$ cat src/rtl/logic_unit_serial.sv
// Slice-serial bitwise logic unit: AND/OR/XOR/NOR over WIDTH bits, SLICE bits per clock.
// Optional zero-result flag output enabled by defining LOGIC_UNIT_ZERO_FLAG_EN.
module logic_unit_serial #(
  parameter int unsigned WIDTH = 32,
  parameter int unsigned SLICE = 8
) (
  input  logic             clk,
  input  logic             reset,
  input  logic             start,
  input  logic [1:0]       op,
  input  logic [WIDTH-1:0] rs,
  input  logic [WIDTH-1:0] rt,
  output logic             busy,
  output logic             done,
  output logic [WIDTH-1:0] rd
`ifdef LOGIC_UNIT_ZERO_FLAG_EN
  ,
  output logic             zero
`endif
);

  localparam int unsigned NSlice = WIDTH / SLICE;
  localparam int unsigned CntW   = (NSlice > 1) ? $clog2(NSlice) : 1;
  localparam logic [CntW-1:0] LastCnt = CntW'(NSlice - 1);

  typedef enum logic [1:0] {StIdle, StRun, StDone} state_e;

  state_e           state_q, state_d;
  logic [CntW-1:0]  cnt_q, cnt_d;
  logic [1:0]       op_q, op_d;
  logic [WIDTH-1:0] rs_q, rs_d;
  logic [WIDTH-1:0] rt_q, rt_d;
  logic [WIDTH-1:0] work_q, work_d;
  logic [WIDTH-1:0] rd_q, rd_d;
`ifdef LOGIC_UNIT_ZERO_FLAG_EN
  logic             zero_q, zero_d;
`endif

  function automatic logic [SLICE-1:0] slice_op(input logic [1:0] o,
                                                input logic [SLICE-1:0] a,
                                                input logic [SLICE-1:0] b);
    logic [SLICE-1:0] r;
    case (o)
      2'b00:   r = a & b;
      2'b01:   r = a | b;
      2'b10:   r = a ^ b;
      default: r = ~(a | b);
    endcase
    return r;
  endfunction

  // State register.
  always_ff @(posedge clk or posedge reset) begin
    if (reset) begin
      state_q <= StIdle;
    end else begin
      state_q <= state_d;
    end
  end

  // Next-state logic: RUN lasts exactly NSlice cycles, DONE exactly one.
  always_comb begin
    state_d = state_q;
    case (state_q)
      StIdle:  if (start) state_d = StRun;
      StRun:   if (cnt_q == LastCnt) state_d = StDone;
      StDone:  state_d = StIdle;
      default: state_d = StIdle;
    endcase
  end

  // Outputs decoded directly from state.
  always_comb begin
    busy = (state_q == StRun);
    done = (state_q == StDone);
  end

  // Datapath next values: operand capture, per-slice compute, result publish.
  always_comb begin
    cnt_d  = cnt_q;
    op_d   = op_q;
    rs_d   = rs_q;
    rt_d   = rt_q;
    work_d = work_q;
    rd_d   = rd_q;
`ifdef LOGIC_UNIT_ZERO_FLAG_EN
    zero_d = zero_q;
`endif
    case (state_q)
      StIdle: begin
        if (start) begin
          rs_d  = rs;
          rt_d  = rt;
          op_d  = op;
          cnt_d = '0;
        end
      end
      StRun: begin
        for (int unsigned k = 0; k < NSlice; k++) begin
          if (cnt_q == CntW'(k)) begin
            work_d[k*SLICE +: SLICE] = slice_op(op_q, rs_q[k*SLICE +: SLICE],
                                                rt_q[k*SLICE +: SLICE]);
          end
        end
        if (cnt_q == LastCnt) begin
          // Publish including the slice written this cycle; counter parks at the top.
          rd_d = work_d;
`ifdef LOGIC_UNIT_ZERO_FLAG_EN
          zero_d = (work_d == '0);
`endif
        end else begin
          cnt_d = cnt_q + CntW'(1);
        end
      end
      default: ;
    endcase
  end

  // Datapath registers.
  always_ff @(posedge clk or posedge reset) begin
    if (reset) begin
      cnt_q  <= '0;
      op_q   <= '0;
      rs_q   <= '0;
      rt_q   <= '0;
      work_q <= '0;
      rd_q   <= '0;
`ifdef LOGIC_UNIT_ZERO_FLAG_EN
      zero_q <= 1'b0;
`endif
    end else begin
      cnt_q  <= cnt_d;
      op_q   <= op_d;
      rs_q   <= rs_d;
      rt_q   <= rt_d;
      work_q <= work_d;
      rd_q   <= rd_d;
`ifdef LOGIC_UNIT_ZERO_FLAG_EN
      zero_q <= zero_d;
`endif
    end
  end

  assign rd = rd_q;
`ifdef LOGIC_UNIT_ZERO_FLAG_EN
  assign zero = zero_q;
`endif

endmodule
$ cat config.mk
export PLATFORM = sky130hd
export DESIGN_NAME = logic_unit_serial
export DESIGN_NICKNAME = d
export VERILOG_FILES = /design/src/rtl/logic_unit_serial.sv
export SDC_FILE = /design/constraint.sdc
export NUM_CORES = 1
export LEC_CHECK = 0
export ABC_AREA = 0
export BUFFER_PORTS_ARGS = -buffer_cell sky130_fd_sc_hd__buf_2
export CELL_PAD_IN_SITES_DETAIL_PLACEMENT = 2
export CELL_PAD_IN_SITES_GLOBAL_PLACEMENT = 2
export CORE_MARGIN = 2
export CORE_UTILIZATION = 36
export DETAILED_ROUTE_END_ITERATION = 10
export PLACE_DENSITY = 0.85
export SETUP_SLACK_MARGIN = 0.4
export SYNTH_ARGS = -nofsm -noshare
export SYNTH_HDL_FRONTEND = slang
export SYNTH_SLANG_ARGS = --single-unit
$ cat constraint.sdc
create_clock -name clk -period 4.73 [get_ports clk]
set_clock_uncertainty 0.05 [all_clocks]
set_input_delay 0 -clock clk [delete_from_list [all_inputs] [get_ports clk]]
set_output_delay 0 -clock clk [all_outputs]
set_load 0.05 [all_outputs]
==> flow_summary.ini <==
[die]
starting_density = 0.368
fp.dieArea_um2 = 20300
io-pin-count = 103
core.rowCount = 50
core_um2 = 18800
die_y_um = 143
die_x_um = 143

[sta]
holdWs_ps = 260
final-max-slew-violation-count = 0
setup_viol_count_final = 0
final_ws_setup_ps = 2090
slew_headroom = 0.270
fmax_ghz = 0.379
rsz_0062_raised_after_global_routing = false
timing_worst_slew_pin_value_ps = 1100
hold_viol = 0
layout_min_cycle_time_ps = 2640
finalCritPeriodShare = 0.558
setup_total_negative_slack_ps = 0

[grt]
overflow = 0
number_of_antenna_violations_at_the_first_check_in_global_routing = 0
wire_length_of_the_first_global_routing_pass_um = 35300
grt_max_degree = 98
grtUsageTotal = 0.226
via_count_of_the_first_global_routing_pass = 6652

[logic_synthesis]
synth-main-ff-cell = sky130_fd_sc_hd__dfrtp_1
post_synth.cell_area_avg_um2 = 9.81
yosys.area.top_type_share = 0.456
async_set_or_reset_flop_fraction_in_the_synthesized_netlist = 1.00
synth.yosys.seq_area_share = 0.456
yosys.cell_types.count = 32
syn_nets = 841
post_synth_inst_count = 704
post-synth-top-area-cell = sky130_fd_sc_hd__dfrtp_1
yosys-top-cells-area = sky130_fd_sc_hd__dfrtp_1 (46%), sky130_fd_sc_hd__ha_1 (12%), sky130_fd_sc_hd__o21ai_0 (5.3%), sky130_fd_sc_hd__nand2_1 (4.6%), sky130_fd_sc_hd__inv_1 (4.1%)
count_of_flip_flops_with_a_built_in_enable_after_synthesis = 0
yosys_warnings = 0
number_of_synthesized_register_bits = 126
synth.cell_area_um2 = 6910

[detailed_routing]
detail-route-antenna-nets = 0
detailedRoute.firstIterationViolations = 205
viasPerCell = 5.16
dr_total_vias = 5671
route.final.wire_length_um = 21500
wire_length_per_cell_um = 19.6
first_pass_iters = 4
drcViolationCount = 0

[clock_tree]
cts.htree.levels = 4
clk_transition_reported_paths_ps = 60
cts_setup_buffers = 0
cts_sinks = 126
cts_repair_resize_count = 0
tritoncts = built
cts-root-buf = sky130_fd_sc_hd__clkbuf_16
max_clock_buf_depth = 2
tritoncts.num_buffers = 17
clk-insertion-delay-late_ps = 430

[setup_path]
critical_path_arrival_ps = 2900
crit_chain = ha_1, nand3b_1, inv_2, o21ai_0, o22a_1
crit_fanout = 49
critical_path_s_top_delay_family = buffers and inverters
crit_slowest_cell = sky130_fd_sc_hd__inv_2
path_buf_inv = 1
critPathKind = flip-flop to flip-flop
timing.critical_path.from_type = flip-flop
critical_path_required_ps = 4990
max_stage_delay_ps = 850
worst_setup_path_end_kind = flip-flop

[finish]
share_of_post_route_cells_with_drive_strength_above_1 = 0.182
filler_cell_count = 1968
antenna_cells = 0
flow.area_growth_from_synthesis_pct = 27.5
most-common-layout-cells = sky130_fd_sc_hd__dfrtp_1 (125), sky130_fd_sc_hd__buf_2 (102), sky130_fd_sc_hd__nand2_1 (84)
most_common_cell_after_layout_fill_and_taps_aside = sky130_fd_sc_hd__dfrtp_1
final_core_utilization = 0.469
post_layout_nonfiller_instances = 1098
final_nets = 988

[power]
p_leak_nw = 4.22
ir_worst_vdd_mv = 0.290
power.density_nw_per_um2 = 769

[placed_design]
pre_cts_ws_ps = 2080
gp_congestion = 0.704
place_inst = 999
portBuffers = 102
dp_hpwl_um = 13300

[outcome]
status = complete, no violations

[min_path]
hold_path_class = input port to flip-flop

[run]
max-cap-violations = 0
==> stage by stage <==
step           instance area, um^2  power [mW]
2_1_floorplan                 6910        4.37
3_3_place_gp                  7500        4.89
3_5_place_dp                  7500        5.25
4_1_cts                       8810        6.83
5_1_grt                       8810        7.30
6_report                      8810        6.78
==> synth_stat cells (all sizes together) (25+ instances only) <==
cell type	number
inv	78
dfrtp	126
ha	68
o21ai	73
nand2	84
buf	29
and2	27
nand2b	25
mux2i	27
nor2	41
==> cell families after synthesis <==
kind of cell / share of synthesized area
AO/OA/AOI/OAI: 0.162
multiplexers: 0.0440
adder cells (fa/ha/maj): 0.123
buffers and inverters: 0.0775
AND/OR/NAND/NOR: 0.137
flip-flops: 0.456
==> area by class of cell <==
class,instances,area (um^2),area share
timing repair buffer,172,1200,0.137
multi-input combinational,456,3230,0.366
inverter,78,295,0.0335
clock buffer,21,470,0.0534
tap,234,293,0.0332
clock inverter,11,163,0.0185
sequential,126,3160,0.358
==> worst register-to-register path, stage by stage, from the launching register on <==
cell and delay, ps:
sky130_fd_sc_hd__dfrtp_1 410, sky130_fd_sc_hd__ha_1 190, sky130_fd_sc_hd__nand3b_1 480, sky130_fd_sc_hd__inv_2 850
sky130_fd_sc_hd__o21ai_0 300, sky130_fd_sc_hd__o22a_1 250
==> layer usage <==
layer	vias up	wire (um)	part of all wire	global-route usage
met1	2884	8850	0.41	0.253
met2	106	11700	0.54	0.430
met4	0	406	0.019	0.0761
li1	2649	-	-	-
met3	32	585	0.027	0.0394
met5	-	0	0	0
==> timing repair <==
item / 4_1_cts / 5_1_grt
setup endpoints to repair: 0 / 0
endpoints found under the hold margin: 144 / 0
hold buffers: 67 / 0
==> sequential cells by signal (all words and copies together) (netlist names) <==
register  cells
rd           32
rs_q         32
rt_q         32
work_q       24
cnt_q         2
op_q          2
state_q       2
==> report_power, final <==
part	total [mW]	leakage, nW	internal, mW	switching (mW)
Clock	1.42	0.317	0.920	0.505
Sequential	2.15	1.54	1.61	0.542
Combinational	3.20	2.37	1.20	2.00
==> path summary, 6_finish.rpt <==
path                       endpoint  cells past startpoint      from  slack, ps
hold reg to reg              rd[31]                      2    rd[31]        440
hold / removal             rs_q[18]                      4    rs[18]        260
setup / recovery              rd[0]                      5  cnt_q[0]       2090
setup reg to reg              rd[0]                      5  cnt_q[0]       2090
min in group asynchronous  rt_q[19]                      3     reset        310
max in group asynchronous   rt_q[5]                      4     reset       3050
Power figures use the tool's default switching activity.
